==> config.mk <==
export PLATFORM = sky130hd
export DESIGN_NAME = led_matrix_scan_flat
export DESIGN_NICKNAME = d
export VERILOG_FILES = /design/src/rtl/led_matrix_scan_if.sv /design/src/rtl/led_matrix_scan.sv /design/src/flat_wrapper.sv
export SDC_FILE = /design/constraint.sdc
export NUM_CORES = 1
export LEC_CHECK = 0
export BUFFER_PORTS_ARGS = -buffer_cell sky130_fd_sc_hd__clkbuf_2
export CAP_MARGIN = 10
export CORE_MARGIN = 4
export CORE_UTILIZATION = 48
export CTS_CLUSTER_SIZE = 25
export DETAILED_ROUTE_END_ITERATION = 12
export PLACE_DENSITY = 0.68
export REMOVE_ABC_BUFFERS = 1
export SETUP_SLACK_MARGIN = 0.5
export SLEW_MARGIN = 20
export SYNTH_ARGS = -nofsm -noshare
export SYNTH_HDL_FRONTEND = slang
export SYNTH_SLANG_ARGS = --single-unit
==> constraint.sdc <==
create_clock -name clk -period 1.85 [get_ports clk]
set_input_delay 0.37 -clock clk [delete_from_list [all_inputs] [get_ports clk]]
set_output_delay 0.37 -clock clk [all_outputs]
set_load 0.03 [all_outputs]
==> src/rtl/led_matrix_scan_if.sv <==
// ---------------------------------------------------------------------------
// Module   : led_matrix_scan_if
// Purpose  : Bundles the pixel write port, the scan enable and the LED
//            drive outputs of led_matrix_scan.
// Signals  : enable      - scan enable (0 = idle/dark)
//            wr_en       - pixel write strobe
//            wr_row      - pixel row address
//            wr_col      - pixel column address
//            wr_data     - pixel brightness
//            ledc        - column (cathode) drive, active-high
//            leda        - row (anode) select, one-hot, active-high
//            frame_start - one-clk pulse at the start of each frame
// Modports : master - brightness producer side
//            slave  - the scanner
// Revision : 1.0 - initial release
// ---------------------------------------------------------------------------
`default_nettype none

interface led_matrix_scan_if #(
  parameter int ROWS     = 3,
  parameter int COLS     = 11,
  parameter int PWM_BITS = 8
);
  logic                enable;
  logic                wr_en;
  logic [1:0]          wr_row;
  logic [3:0]          wr_col;
  logic [PWM_BITS-1:0] wr_data;
  logic [COLS-1:0]     ledc;
  logic [ROWS-1:0]     leda;
  logic                frame_start;

  modport master (
    output enable, wr_en, wr_row, wr_col, wr_data,
    input  ledc, leda, frame_start
  );

  modport slave (
    input  enable, wr_en, wr_row, wr_col, wr_data,
    output ledc, leda, frame_start
  );
endinterface

`default_nettype wire

==> src/rtl/led_matrix_scan.sv <==
// ---------------------------------------------------------------------------
// Module   : led_matrix_scan
// Purpose  : Row-scanned PWM driver for a ROWS x COLS LED matrix. Holds a
//            brightness frame buffer, scans one row at a time with an all-off
//            blanking gap before each row, and PWMs the columns of the active
//            row from a shadow copy latched at the start of the row.
// Ports    : clk   - system clock
//            rst_n - asynchronous active-low reset
//            bus   - led_matrix_scan_if.slave (enable, pixel write port,
//                    ledc/leda drive, frame_start)
// Revision : 1.0 - initial release
// ---------------------------------------------------------------------------
`default_nettype none

module led_matrix_scan #(
  parameter int ROWS        = 3,
  parameter int COLS        = 11,
  parameter int PWM_BITS    = 8,
  parameter int PRESCALE    = 4,
  parameter int BLANK_TICKS = 4
) (
  input  wire logic         clk,
  input  wire logic         rst_n,
  led_matrix_scan_if.slave  bus
);

  localparam int ROW_W = (ROWS > 1)        ? $clog2(ROWS)        : 1;
  localparam int PS_W  = (PRESCALE > 1)    ? $clog2(PRESCALE)    : 1;
  localparam int BT_W  = (BLANK_TICKS > 1) ? $clog2(BLANK_TICKS) : 1;

  localparam logic [1:0] c_IDLE  = 2'd0;
  localparam logic [1:0] c_BLANK = 2'd1;
  localparam logic [1:0] c_ON    = 2'd2;

  localparam logic [PWM_BITS-1:0] c_PWM_LAST = {PWM_BITS{1'b1}} - 1'b1;
  localparam logic [PS_W-1:0]     c_PS_LAST  = PS_W'(PRESCALE - 1);
  localparam logic [BT_W-1:0]     c_BT_LAST  = BT_W'(BLANK_TICKS - 1);
  localparam logic [ROW_W-1:0]    c_ROW_LAST = ROW_W'(ROWS - 1);

  logic [1:0]          r_state;
  logic [ROW_W-1:0]    r_row;
  logic [PS_W-1:0]     r_presc;
  logic [BT_W-1:0]     r_tick_cnt;
  logic [PWM_BITS-1:0] r_pwm;
  logic [PWM_BITS-1:0] r_fb     [ROWS][COLS];
  logic [PWM_BITS-1:0] r_shadow [COLS];
  logic [COLS-1:0]     r_ledc;
  logic [ROWS-1:0]     r_leda;
  logic                r_fs;

  logic                w_tick;
  logic                w_wr_ok;
  logic [COLS-1:0]     w_ledc_cmp;
  logic [ROWS-1:0]     w_onehot;

  assign w_tick   = (r_presc == c_PS_LAST);
  assign w_wr_ok  = bus.wr_en && (32'(bus.wr_row) < ROWS) && (32'(bus.wr_col) < COLS);
  assign w_onehot = ROWS'(1) << r_row;

  always_comb begin
    w_ledc_cmp = '0;
    for (int c = 0; c < COLS; c++) begin
      w_ledc_cmp[c] = (r_shadow[c] > r_pwm);
    end
  end

  // Frame buffer: out-of-range addresses are dropped.
  always_ff @(posedge clk or negedge rst_n) begin
    if (!rst_n) begin
      for (int r = 0; r < ROWS; r++) begin
        for (int c = 0; c < COLS; c++) begin
          r_fb[r][c] <= '0;
        end
      end
    end else if (w_wr_ok) begin
      r_fb[bus.wr_row][bus.wr_col] <= bus.wr_data;
    end
  end

  // Scan FSM. The prescaler free-runs outside IDLE and wraps on each tick.
  always_ff @(posedge clk or negedge rst_n) begin
    if (!rst_n) begin
      r_state    <= c_IDLE;
      r_row      <= '0;
      r_presc    <= '0;
      r_tick_cnt <= '0;
      r_pwm      <= '0;
      for (int c = 0; c < COLS; c++) begin
        r_shadow[c] <= '0;
      end
    end else if (!bus.enable) begin
      r_state    <= c_IDLE;
      r_row      <= '0;
      r_presc    <= '0;
      r_tick_cnt <= '0;
      r_pwm      <= '0;
    end else begin
      case (r_state)
        c_IDLE: begin
          r_state    <= c_BLANK;
          r_row      <= '0;
          r_presc    <= '0;
          r_tick_cnt <= '0;
          r_pwm      <= '0;
        end
        c_BLANK: begin
          r_presc <= w_tick ? '0 : r_presc + 1'b1;
          if (w_tick) begin
            if (r_tick_cnt == c_BT_LAST) begin
              r_state    <= c_ON;
              r_tick_cnt <= '0;
              r_pwm      <= '0;
              // Row contents are frozen for the whole ON period so a write
              // mid-row cannot tear the displayed row.
              for (int c = 0; c < COLS; c++) begin
                r_shadow[c] <= r_fb[r_row][c];
              end
            end else begin
              r_tick_cnt <= r_tick_cnt + 1'b1;
            end
          end
        end
        c_ON: begin
          r_presc <= w_tick ? '0 : r_presc + 1'b1;
          if (w_tick) begin
            if (r_pwm == c_PWM_LAST) begin
              r_state <= c_BLANK;
              r_pwm   <= '0;
              r_row   <= (r_row == c_ROW_LAST) ? '0 : r_row + 1'b1;
            end else begin
              r_pwm <= r_pwm + 1'b1;
            end
          end
        end
        default: begin
          r_state <= c_IDLE;
        end
      endcase
    end
  end

  // Registered outputs, one clk behind the FSM. The first BLANK cycle of a
  // row is the only one with prescaler and tick counter both zero.
  always_ff @(posedge clk or negedge rst_n) begin
    if (!rst_n) begin
      r_ledc <= '0;
      r_leda <= '0;
      r_fs   <= 1'b0;
    end else begin
      r_fs   <= (r_state == c_BLANK) && (r_row == '0) &&
                (r_presc == '0) && (r_tick_cnt == '0);
      r_leda <= (r_state == c_ON) ? w_onehot   : '0;
      r_ledc <= (r_state == c_ON) ? w_ledc_cmp : '0;
    end
  end

  assign bus.ledc        = r_ledc;
  assign bus.leda        = r_leda;
  assign bus.frame_start = r_fs;

endmodule

`default_nettype wire

==> src/flat_wrapper.sv <==
// flat-port wrapper written by rule: the top's interface ports become plain ports
module led_matrix_scan_flat 
#(
  parameter int ROWS        = 3,
  parameter int COLS        = 11,
  parameter int PWM_BITS    = 8,
  parameter int PRESCALE    = 4,
  parameter int BLANK_TICKS = 4
)
  (clk, rst_n, bus_enable, bus_wr_en, bus_wr_row, bus_wr_col, bus_wr_data, bus_ledc, bus_leda, bus_frame_start);
  led_matrix_scan_if #(.ROWS(ROWS), .COLS(COLS), .PWM_BITS(PWM_BITS)) bus_i ();
  input  wire logic clk;
  input  wire logic rst_n;
  input wire logic [$bits(bus_i.enable)-1:0] bus_enable;
  input wire logic [$bits(bus_i.wr_en)-1:0] bus_wr_en;
  input wire logic [$bits(bus_i.wr_row)-1:0] bus_wr_row;
  input wire logic [$bits(bus_i.wr_col)-1:0] bus_wr_col;
  input wire logic [$bits(bus_i.wr_data)-1:0] bus_wr_data;
  output wire logic [$bits(bus_i.ledc)-1:0] bus_ledc;
  output wire logic [$bits(bus_i.leda)-1:0] bus_leda;
  output wire logic [$bits(bus_i.frame_start)-1:0] bus_frame_start;
  assign bus_i.enable = bus_enable;
  assign bus_i.wr_en = bus_wr_en;
  assign bus_i.wr_row = bus_wr_row;
  assign bus_i.wr_col = bus_wr_col;
  assign bus_i.wr_data = bus_wr_data;
  assign bus_ledc = bus_i.ledc;
  assign bus_leda = bus_i.leda;
  assign bus_frame_start = bus_i.frame_start;
  led_matrix_scan #(.ROWS(ROWS), .COLS(COLS), .PWM_BITS(PWM_BITS), .PRESCALE(PRESCALE), .BLANK_TICKS(BLANK_TICKS)) u_core (.clk(clk), .rst_n(rst_n), .bus(bus_i));
endmodule
## After elaboration in Yosys (flattened, before gate mapping)

Index checks and enable logic that the tools add are counted.

| word-level totals | value |
|---|---|
| word-level logic and storage cells | 143 |
| bits of input ports | 18 |
| flip-flop bits (word level) | 383 |
| output and inout port bits | 15 |

| cells by class | value |
|---|---|
| eq/ne operators | 14 |
| bitwise operators | 3 |
| order comparisons | 18 |
| reduce and logical (&&, ||, !) cells | 17 |
| muxes and demuxes | 34 |
| shift-type cells | 1 |
| add/sub/neg operators | 4 |

Operators by type and width:

| cell | count |
|---|---|
| 264-bit bitwise mux | 1 |
| 88-bit two-way mux | 3 |
| 88-bit binary-select mux with 2-bit select | 1 |
| 88-bit demux with 2-bit select | 1 |
| 8-bit > comparator | 11 |
| 8-bit two-way mux | 6 |
| 8-bit demux with 4-bit select | 1 |
| 2-bit two-way mux | 14 |
| 8-bit one-hot mux with 3 select lines | 1 |
| 3-bit by 2-bit inequality test with 1-bit output, second input constant | 5 |
| 2-bit one-hot mux with 2 select lines | 3 |
| 4-bit AND reduction | 3 |
| 11-bit two-way mux | 1 |
| 8-bit by 1-bit adder with 8-bit output, second input constant | 1 |
| 2-bit equality test, second input constant | 4 |
| 8-bit equality test, second input constant | 1 |
| 2-bit logical NOT | 4 |
| 1-bit logical AND | 7 |
| 2-bit by 1-bit adder with 2-bit output, second input constant | 3 |
| 3-bit >= comparator, second input constant | 2 |
| 3-bit by 1-bit inequality test with 1-bit output, second input constant | 2 |
| 2-bit NOT with 3-bit output | 2 |
| 2-bit one-hot mux with 3 select lines | 1 |
| 5-bit >= comparator, second input constant | 1 |
| 12 further kinds | 12 |

## Longest topological paths before layout

Gate-level depths: netlist (run 1).

| depth | value |
|---|---|
| depth in word-level cells | 8 |
| depth in mapped cells | 9 |
| depth with buffers taken out | 7 |

## Worst setup path before layout (run 1)

No wires, ideal clock.

| timing path | value |
|---|---|
| path type | reg-to-reg |
| start | register u_core.r_state[1] |
| end | register u_core.r_pwm[4] |
| clock period less this slack | 1908 ps |
| cell stages (with the launch flop) | 10 |
| data required time | 1714 ps |
| library setup time | 136 ps |
| path buffers | 2 |
| arrival | 1772 ps |
| path slack | -58 ps |
| cells stage by stage | dfrtp_1 inv_1 ha_1 buf_6 mux2_4 a221oi_2 buf_4 nand4b_1 xnor2_1 nor2_1 |

| on the way | value |
|---|---|
| cells in the longest elaborated chain, start to end | 3 |
| elaborated cells on any way between the ends | 10 |
| those cells by class | eq/ne: 6; mux: 2; reduce/logical: 2 |

Ends and longest elaborated chain:

| item | RTL line | source |
|---|---|---|
| start, declared | led_matrix_scan.sv:40 | `logic [1:0] r_state;` |
| start signal, assigned | led_matrix_scan.sv:83 | `r_state <= c_IDLE;` |
| start signal, assigned | led_matrix_scan.sv:92 | `r_state <= c_IDLE;` |
| start signal, assigned | led_matrix_scan.sv:100 | `r_state <= c_BLANK;` |
| 2-bit equality test (tied with other cells) | led_matrix_scan.sv:98 | `case (r_state)` |
| 4-bit by 1-bit inequality test with 1-bit output (no source line) (tied with other cells) | n/a |  |
| 4-bit AND reduction (no source line) / 8-bit two-way mux (equally long branches) | n/a |  |
| end signal, assigned | led_matrix_scan.sv:131 | `r_pwm <= r_pwm + 1'b1;` |
| end, declared | led_matrix_scan.sv:44 | `logic [PWM_BITS-1:0] r_pwm;` |

Parallel ways exist; a longest one is shown, timed or not.
A chain may end at the register's enable or synchronous reset.

## Final worst setup path (run 1)

| timing path | value |
|---|---|
| start | register u_core.r_state[0] |
| end | register u_core.r_pwm[2] |

The elaborated chain is that of the path after synthesis.

==> out/metrics.yaml, run 1 <==
run_status:
  status: "finished, final reports clean"
power_and_ir_drop:
  peakVddDrop_v: 0.0006920
  clock_power_share: 0.406
  swShare: 0.2497
  p_seq_frac: 0.454
  p_leak_nw: 10.64
  p_per_area_mw_per_mm2: 958.5
  p_switching_mw: 5.361
  finalPower_mw: 21.47
  p_comb_frac: 0.140
  p_int_mw: 16.11
synth:
  netlist_top_cells_area: "dfrtp_1 52%, mux2_2 16%, ha_1 6.7%, mux2i_1 4.9%, a21oi_1 3.1%"
  synth_cell_types: 44
  synth_seq_area_share: 0.5242
  syn_area_sq_mm: 0.01828
  synth_top_area_cell: "dfrtp_1"
  yosysTopAreaCellShare: 0.5242
  yosysMostFrequentCell: "dfrtp_1"
  synth-edff-count: 0
  syn_area_per_cell_sq_um: 11.87
  yosys_most_used_dff: "dfrtp_1"
  synth_common_cells: "383 x dfrtp_1, 252 x mux2_2, 114 x a21oi_1"
  synth_seq_cells: 383
  yosys_warnings: 0
  synthArstFlopShare: 1.000
  syn_inst: 1540
timing:
  clock_skew_ps: 7.738
  slew_headroom: 0.6430
  finalSetupViolations: 0
  tightest_slew_ps: 531.4
  slew_violations: 0
  timing.hold.ws_ps: 188.9
  period_needed_ps: 1807
  period_share: 0.9769
  final-hold-violation-count: 0
  fmax_mhz: 553.3
  rsz0062_at_grt: "yes"
floorplanning:
  ios: 33
  die_w_um: 203.2
  coreArea_sq_mm: 0.03758
  initial_core_util: 0.4866
  die_y_um: 203.2
  row_count: 71
  dieArea_sq_mm: 0.04128
critical_path:
  crit_fanout: 8
  critPathKind: "flop to flop"
  cp.arrival_ps: 2250
  required_ps: 2300
  start_kind: "flop"
  endpoint_kind: "flop"
clock_tree:
  cts_buffer_depth: 3
  cts.sinks: 383
  cts-root-buf: "clkbuf_16"
  clk_latency_ps: 560
  tritoncts: "yes"
  clk_pin_slew_ps: 60
  htreeDepth: 2
  cts_made_buffers: 42
routing:
  first_pass_iters: 4
  wl_per_cell_um: 20.15
  drc: 0
  ant_nets: 0
  drt_iter0_markers: 719
  totalWireLength_mm: 44.70
  num_vias: 12250
  viasPerCell: 5.520
global_routing:
  antenna_found_initial: 0
  grt_overflow: 0
  grt_pass1_wl_mm: 72.41
  grt_usage: 0.2203
  grt_max_degree: 64
  grt_pass1_vias: 12970
cells_and_area:
  drive_gt1_frac: 0.3431
  area_delta_synth_final_pct: 22.52
  nets: 1792
  diodes: 0
run:
  drv_cap: 0
place:
  portBuffers: 32
  hpwl_mm: 27.77
  gp_congestion: 0.7809
worst_hold_path:
  hold_path_class: "primary input to flop"
[worst max-delay path: stages (launching register included)]
cell and delay (ps):
dfrtp_2 450, inv_2 70, ha_2 180, buf_4 130, nor2_1 50, a221oi_2 260
buf_4 190, and2b_1 190, xnor2_1 130, nor2_1 50
[placed cells by master, fill, tap and decap left out, drive strengths merged, types with 6 or more instances in the layout]
master  Yosys  layout
nand3       7       7
a21oi     114     114
nor3       11      11
dfrtp     383     383
clkinv      1       6
inv        26      27
o21a       22      22
buf        34     160
o21bai     11      11
nor2      122     122
mux2      267     267
a211oi     11      11
nor2b      16      16
clkbuf     54      83
nand2     102     102
nand4      25      25
o21ai      90      90
mux2i      89      89
xnor2       6       6
ha         98      98
a21o       23      23
[final timing paths]
check	startpoint	end	slack [ps]	cells after the start
worst max-delay path	u_core.r_state[0]	u_core.r_pwm[2]	40	9
min in group asynchronous	rst_n	u_core.r_shadow[73]	330	2
worst min-delay path	bus_enable	u_core.r_pwm[1]	190	3
worst max register to register	u_core.r_state[0]	u_core.r_pwm[2]	40	9
max in group asynchronous	rst_n	u_core.r_fb[34]	830	4
worst min register to register	u_core.r_shadow[12]	u_core.r_shadow[12]	490	2
[registers in the layout, summed over array words and instances (netlist names)]
name / count
u_core.bus.frame_start: 1
u_core.bus.leda: 3
u_core.bus.ledc: 11
u_core.r_fb: 264
u_core.r_presc: 2
u_core.r_pwm: 8
u_core.r_row: 2
u_core.r_shadow: 88
u_core.r_state: 2
u_core.r_tick_cnt: 2
[cell type report]
type / instances / area [sq um]
clock buffers: 64 / 1255
clock inverters: 12 / 191.4
fillers: 2966 / 15180
inverters: 27 / 101.3
multi-input cells: 1042 / 8668
flip-flops and latches: 383 / 9590
well taps: 511 / 639.4
repair buffers: 180 / 1956
[routing by layer]
metal  GRT usage  routed length, um  vias up  part of all wire
li1            -                  -     5719                 -
met1      0.3099              20870     6260              0.47
met2      0.3553              20930      195              0.47
met3     0.04389               1896       75             0.042
met4     0.05517               1001        0             0.022
met5           0                  0        -                 0
[metrics by stage]
stage | cell area, sq um | utilization | setup WS [ps] | TNS [ps] | cells
5_1_grt | 22400 | 0.5961 | -18.25 | -28.84 | 2219
3_3_place_gp | 20140 | 0.5359 | -21.33 | -268.0 | 2122
3_5_place_dp | 20140 | 0.5359 | -57.75 | -1055 | 2122
4_1_cts | 22150 | 0.5894 | 60.24 | 0 | 2216
6_report | 22400 | 0.5961 | 42.78 | 0 | 2219
2_1_floorplan | 17910 | - | -4984 | -428580 | 1452
[power groups by stage]
| stage | Sequential, mW | Clock, mW | Combinational (mW) |
|---|---|---|---|
| 2_1_floorplan | 9.89 | 0 | 1.47 |
| 3_3_place_gp | 9.80 | 0 | 2.61 |
| 3_5_place_dp | 9.85 | 0 | 2.68 |
| 4_1_cts | 9.71 | 8.91 | 2.91 |
| 5_1_grt | 9.83 | 9.28 | 3.31 |
| 6_report | 9.74 | 8.73 | 3.01 |
[repair_timing]
item                                   in CTS  in global routing
resized for setup                          68                101
pin swaps                                  28                 13
buffers inserted                           16                  2
hold buffers                                1                  0
gates cloned                                1                  1
setup endpoints to repair                 131                185
endpoints found under the hold margin      32                  0
[kinds of logic after synthesis]
| group | synth area share |
|---|---|
| AO/OA/AOI/OAI | 0.08664 |
| XOR/XNOR | 0.002874 |
| adder cells (fa/ha/maj) | 0.06706 |
| buffers and inverters | 0.02587 |
| flip-flops | 0.5242 |
| multiplexers | 0.2134 |
| AND/OR/NAND/NOR | 0.08000 |
No activity file was read; power rests on OpenSTA's default activity.
==> run 2: changes to the inputs <==
--- a/config.mk
+++ b/config.mk
@@ -5,13 +5,14 @@
 export SDC_FILE = /design/constraint.sdc
 export NUM_CORES = 1
 export LEC_CHECK = 0
+export ABC_AREA = 1
 export BUFFER_PORTS_ARGS = -buffer_cell sky130_fd_sc_hd__clkbuf_2
 export CAP_MARGIN = 10
 export CORE_MARGIN = 4
 export CORE_UTILIZATION = 48
 export CTS_CLUSTER_SIZE = 25
 export DETAILED_ROUTE_END_ITERATION = 12
-export PLACE_DENSITY = 0.68
+export PLACE_DENSITY = 0.66
 export REMOVE_ABC_BUFFERS = 1
 export SETUP_SLACK_MARGIN = 0.5
 export SLEW_MARGIN = 20
==> constraint.sdc (replaced) <==
create_clock -name clk -period 2 [get_ports clk]
set_input_delay 0.4 -clock clk [delete_from_list [all_inputs] [get_ports clk]]
set_output_delay 0.4 -clock clk [all_outputs]
set_load 0.03 [all_outputs]
==> out/metrics.yaml, run 2 <==
timing:
  slew_headroom: 0.6376  # -0.005413
  final-hold-violation-count: 0  # unchanged
  period_share: 0.8350  # -0.1419
  tightest_slew_ps: 543.6  # +12.21 ps
  rsz0062_at_grt: "yes"
  finalSetupViolations: 0  # unchanged
  fin_ws_ps: 330.0  # +287.2 ps
  period_needed_ps: 1670  # -137.2 ps
  fmax_mhz: 598.8  # +8.2%
  slew_violations: 0  # unchanged
  clock_skew_ps: 16.30  # +8.557 ps
global_routing:
  grt_overflow: 0  # unchanged
  use_met2: 0.3769  # +0.02159
  grt_max_degree: 62  # -3.1%
  antenna_found_initial: 0  # unchanged
  grt_usage: 0.2389  # +0.01866
  grt_pass1_wl_mm: 77.24  # +6.7%
  grt_pass1_vias: 13880  # +7.0%
  use_met1: 0.3423  # +0.03237
  busiest_layer: "met2"
  met3_usage: 0.04023  # -0.003660
power_and_ir_drop:
  clock_power_share: 0.399  # -0.007
  p_per_area_mw_per_mm2: 884.9  # -7.7%
  p_switching_mw: 5.560  # +3.7%
  peakVddDrop_v: 0.0007702  # +11%
  p_seq_frac: 0.439  # -0.015
  p_comb_frac: 0.162  # +0.022
  p_leak_nw: 10.07  # -5.4%
  p_int_mw: 14.33  # -11%
  swShare: 0.2795  # +0.02985
routing:
  wl_per_cell_um: 20.67  # +2.6%
  first_pass_iters: 6  # +2
  num_vias: 14780  # +21%
  drc: 0  # unchanged
  ant_nets: 0  # unchanged
  drt_iter0_markers: 1301  # +81%
  totalWireLength_mm: 52.63  # +18%
  viasPerCell: 5.804  # +5.2%
synth:
  synth-edff-count: 0  # unchanged
  synth_cell_types: 30  # -32%
  yosys_most_used_dff: "dfrtp_1"
  yosys_warnings: 0  # unchanged
  syn_area_per_cell_sq_um: 9.062  # -24%
  synth_seq_cells: 383  # unchanged
  yosysMostFrequentCell: "nand2_1"
  syn_inst: 1970  # +28%
  synthAdderAreaFrac: 0.06869  # +0.001622
  synth_seq_area_share: 0.5369  # +0.01267
  netlist_top_cells_area: "dfrtp_1 54%, nand2_1 13%, ha_1 6.9%, o21ai_0 4.8%, a41oi_1 4.3%"
  syn_area_sq_mm: 0.01785  # -2.4%
  synth.area.mux_share: 0  # -0.2134
  yosys.area_share.simple: 0.1941  # +0.1141
  yosysTopAreaCellShare: 0.5369  # +0.01267
  synth_top_area_cell: "dfrtp_1"
  synth_common_cells: "635 x nand2_1, 383 x dfrtp_1, 170 x o21ai_0"
  synth_xor_area_frac: 0.0004906  # -0.002384
  synth_compound_area_frac: 0.1471  # +0.06048
  synthArstFlopShare: 1.000  # unchanged
  synth_top_family_by_area: "simple AND/OR/NAND/NOR gates"
place:
  gp_congestion: 0.7956  # +1.9%
  place_ws_ps: 99.74  # +157.5 ps
  hpwl_mm: 26.84  # -3.3%
  portBuffers: 32  # unchanged
  placed_area_sq_mm: 0.01861  # -7.6%
  numPlacedInstances: 2412  # +14%
run:
  drv_cap: 0  # unchanged
run_status:
  status: "finished, final reports clean"
cells_and_area:
  diodes: 0  # unchanged
  drive_gt1_frac: 0.2089  # -0.1342
  utilization: 0.6139  # +0.01780
  final_area_sq_mm: 0.02248  # +0.34%
  mostFrequentLayoutCells: "603 x nand2_1, 382 x dfrtp_1, 151 x o21ai_0, 127 x o21ai_1, 126 x nor2_1"
  nets: 2165  # +21%
  final_common_cell: "nand2_1"
  largest_reg_flops: 264  # unchanged
  instances_no_fill: 2546  # +15%
  area_delta_synth_final_pct: 25.90
  largest_register: "u_core.r_fb"
worst_hold_path:
  hold_path_class: "primary input to flop"
critical_path:
  endpoint_kind: "flop"
  required_ps: 2440  # +140 ps
  critPathKind: "flop to flop"
  crit_fanout: 6  # -2
  cp.arrival_ps: 2110  # -140 ps
  start_kind: "flop"
clock_tree:
  cts_made_buffers: 42  # unchanged
  cts_buffer_depth: 3  # unchanged
  htreeDepth: 2  # unchanged
  clk_pin_slew_ps: 60  # about the same
  cts-root-buf: "clkbuf_16"
  cts.sinks: 383  # unchanged
  clk_latency_ps: 570  # about the same
  tritoncts: "yes"
floorplanning:
  coreArea_sq_mm: 0.03661  # -2.6%
  dieArea_sq_mm: 0.04034  # -2.3%
  ios: 33  # unchanged
  initial_core_util: 0.4876  # +0.001063
  die_w_um: 200.9  # -1.1%
  die_y_um: 200.9  # -1.1%
  row_count: 70  # -1.4%
## run 2: critical path, stage by stage (launching register included)
cell     delay (ps)
dfrtp_1         400
inv_2           110
buf_12          170
buf_4           140
ha_4            260
nand2_4          60
nor2_4          130
nand3_2          90
o21ai_2         150
a21oi_2          50
## run 2: logic make-up after synthesis
| group | Yosys count |
|---|---|
| DFF | 383 |
| adders and majority gates | 98 |
| buffers and inverters | 185 |
| AOI/OAI and AO/OA | 450 |
| and+or+nand+nor | 853 |
| xor gates and xnor gates | 1 |
## run 2: through the flow
| stage | total power, mW | TNS, ps | hold WS, ps |
|---|---|---|---|
| after floorplan | 10.15 | -236880 | 104.4 |
| after global placement | 11.14 | 0 | 364.0 |
| after detailed placement | 11.21 | 0 | 365.2 |
| after CTS | 19.46 | 0 | 161.8 |
| after global routing | 20.70 | 0 | 233.0 |
| final | 19.89 | 0 | 224.3 |
## run 2: path summary, 6_finish.rpt
path / endpoint / start / cells after the start / slack [ps]
max: u_core.bus.ledc[5] / u_core.r_pwm[6] / 9 / 330
min: u_core.r_state[1] / bus_enable / 3 / 220
max reg2reg: u_core.bus.ledc[5] / u_core.r_pwm[6] / 9 / 330
min reg2reg: u_core.r_fb[12] / u_core.r_fb[12] / 2 / 480
max in group asynchronous: u_core.r_state[0] / rst_n / 3 / 880
min in group asynchronous: u_core.r_shadow[21] / rst_n / 2 / 380
## run 2: power groups by stage
stage	registers, mW	clock network, mW	logic [mW]
floorplan	8.81	0	1.34
global placement	8.81	0	2.33
detailed placement	8.82	0	2.39
CTS	8.70	8.04	2.72
global route	8.79	8.38	3.52
finish	8.73	7.94	3.23
## run 2: what timing repair did
item / CTS / global route
buffers inserted: 23 / 16
hold buffers: 1 / 0
pin swaps: 16 / 86
endpoints found under the setup margin: 126 / 122
cloned: 7 / 14
hold endpoints to repair: 42 / 0
gates resized for setup: 112 / 219
## run 2: layer usage
| layer | wire, um | vias up |
|---|---|---|
| met2 | 24270 | 552 |
| met4 | 1597 | 0 |
| met1 | 23150 | 7360 |
| li1 | - | 6756 |
| met3 | 3624 | 110 |
| met5 | 0 | - |
## run 2: area by class of cell
type | instances | area (sq um)
fill | 2938 | 14130
sequential | 383 | 9585
multi-input combinational | 1402 | 8596
timing repair buffer | 146 | 2028
clock buffer | 62 | 1197
tap | 468 | 585.6
inverter | 74 | 297.8
clock inverter | 11 | 186.4
==> run 3: changes to the inputs <==
==> constraint.sdc (replaced) <==
create_clock -name clk -period 1.6 [get_ports clk]
set_input_delay 0.32 -clock clk [delete_from_list [all_inputs] [get_ports clk]]
set_output_delay 0.32 -clock clk [all_outputs]
set_load 0.03 [all_outputs]
==> out/metrics.yaml, run 3 (same netlist as run 2, synthesis figures left out) <==
timing:
  period_needed_ps: 1643  # -27.47 ps
  finalSetupViolations: 29  # +29
  tightest_slew_ps: 431.5  # -112.1 ps
  final-hold-violation-count: 0  # unchanged
  rsz0062_at_grt: "yes"
  timing.hold.ws_ps: 135.0  # -89.31 ps
  clock_skew_ps: 15.16  # -1.139 ps
  fmax_mhz: 608.8  # +1.7%
  period_share: 1.027  # +0.1916
  tns_ps: -627.9  # -627.9 ps
  slew_violations: 0  # unchanged
  fin_ws_ps: -42.52  # -372.5 ps
  slew_headroom: 0.7123  # +0.07471
critical_path:
  required_ps: 2020  # -420 ps
  crit_chain: "buf_6 -> ha_4 -> nand2_4 -> nor2_4 -> buf_12 -> buf_12 -> clkbuf_16 -> a41oi_1"
  critPathKind: "flop to flop"
  slowest_delay_ps: 390  # about the same
  crit_fanout: 9  # +3
  cp_slowest_cell: "dfrtp_1"
  crit_family: "buffers and inverters"
  rrSetupSlack_ps: -40  # -370 ps
  r2r_start: "u_core.r_state[0]"
  path_buf_inv: 4  # +1
  r2r-end: "u_core.r_shadow[79]"
  reg2regPathDepth: 8  # -1
  endpoint_kind: "flop"
  start_kind: "flop"
  cp.arrival_ps: 2070  # -40 ps
  cp_common_cell: "buf_12"
clock_tree:
  cts_buffer_depth: 3  # unchanged
  cts-root-buf: "clkbuf_16"
  tritoncts: "yes"
  htreeDepth: 2  # unchanged
  clk_pin_slew_ps: 60  # about the same
  clk_latency_ps: 560  # about the same
  cts_made_buffers: 41  # -2.4%
  cts.sinks: 383  # unchanged
floorplanning:
  die_w_um: 200.9  # unchanged
  row_count: 70  # unchanged
  ios: 33  # unchanged
  die_y_um: 200.9  # unchanged
  dieArea_sq_mm: 0.04034  # unchanged
  initial_core_util: 0.4876  # unchanged
  coreArea_sq_mm: 0.03661  # unchanged
cells_and_area:
  final_area_sq_mm: 0.02351  # +4.6%
  nets: 2196  # +1.4%
  largest_reg_flops: 264  # unchanged
  largest_register: "u_core.r_fb"
  drive_gt1_frac: 0.2467  # +0.03782
  diodes: 0  # unchanged
  fillers: 2783  # -5.3%
  area_delta_synth_final_pct: 31.68
  instances_no_fill: 2572  # +1.0%
  mostFrequentLayoutCells: "597 x nand2_1, 381 x dfrtp_1, 146 x o21ai_0, 137 x o21ai_1, 116 x nor2_1"
  final_common_cell: "nand2_1"
worst_hold_path:
  hold_path_class: "primary input to flop"
  worstHoldPathCells: 3  # unchanged
  hold_end: "u_core.r_row[0]"
  holdCritStartpoint: "bus_enable"
routing:
  drc: 0  # unchanged
  wl_per_cell_um: 21.07  # +1.9%
  totalWireLength_mm: 54.20  # +3.0%
  num_vias: 14980  # +1.4%
  first_pass_iters: 7  # +1
  ant_nets: 0  # unchanged
  viasPerCell: 5.825  # +0.36%
  drt_iter0_markers: 1217  # -6.5%
place:
  hpwl_mm: 28.07  # +4.6%
  placed_area_sq_mm: 0.01923  # +3.4%
  portBuffers: 32  # unchanged
  numPlacedInstances: 2454  # +1.7%
  place_ws_ps: -73.27  # -173.0 ps
  gp_congestion: 0.8523  # +7.1%
run_status:
  violations: "setup timing"
  status: "complete, but fails checks"
global_routing:
  grt_max_degree: 79  # +27%
  grt_overflow: 0  # unchanged
  grt_pass1_wl_mm: 80.76  # +4.6%
  antenna_found_initial: 0  # unchanged
  grt_pass1_vias: 14540  # +4.8%
  grt_usage: 0.2497  # +0.01079
power_and_ir_drop:
  p_leak_nw: 10.31  # +2.3%
  p_per_area_mw_per_mm2: 1029  # +16%
  peakVddDrop_v: 0.0007058  # -8.4%
run:
  drv_cap: 0  # unchanged
-- run 3: cell types whose count changed in the layout (fill, tap and decap cells not counted), sizes merged --
cell / previous run / this run
nand2: 661 / 663
clkinvlp: 1 / 2
clkinv: 4 / 3
bufbuf: 0 / 2
buf: 112 / 149
clkbuf: 95 / 86
inv: 75 / 74
bufinv: 5 / 0
-- run 3: what timing repair did --
item,in CTS,in global routing
setup buffers,20,5
pin swaps,67,72
cloned,13,12
hold endpoints to repair,188,0
resized for setup,219,210
hold buffers,1,0
setup endpoints to repair,134,224
-- run 3: worst max path at each step --
stage / start / end / slack [ps] / depth (start not counted)
global placement: bus_wr_col[0] / u_core.r_fb[16] / -20 / 7
global route: u_core.r_state[0] / u_core.r_shadow[14] / -100 / 10
finish: u_core.r_state[0] / u_core.r_shadow[79] / -40 / 8
floorplan: u_core.r_state[1] / u_core.r_shadow[0] / -3070 / 5
CTS: u_core.r_state[0] / u_core.r_shadow[13] / 30 / 10
detailed placement: bus_wr_col[0] / u_core.r_fb[40] / -70 / 10
-- run 3: per-layer routing --
metal  GRT usage  share of wire  vias to the layer above
met2      0.3963           0.47                      596
met3     0.04572          0.080                      111
met5           0              0                        -
met1      0.3503           0.42                     7449
li1            -              -                     6827
met4     0.08309          0.029                        0
-- run 3: power breakdown --
part,switching (mW),internal [mW]
clock network,3.83,5.25
logic,2.55,1.63
registers,0.463,10.5
-- run 3: metrics by stage --
stage,util,power [mW]
after floorplan,-,12.69
after global routing,0.6421,25.17
after CTS,0.6077,23.96
final,0.6421,24.18
after detailed placement,0.5254,14.30
after global placement,0.5254,14.18
-- run 3: worst reg2reg max path, cell delays in order, from the launching register on --
cell and delay (ps):
dfrtp_1 390, buf_6 120, ha_4 140, nand2_4 70
nor2_4 170, buf_12 210, buf_12 150, clkbuf_16 160
a41oi_1 110
-- run 3: final cells by class --
cell class              count  area, sq um  share of cell area
flip-flops and latches    383         9587              0.4078
multi-input cells        1404         9193              0.3910
repair buffers            176         2585              0.1100
clock buffers              62         1226             0.05216
well taps                 468        585.6             0.02491
inverters                  74        290.3             0.01235
clock inverters             5        41.29            0.001756
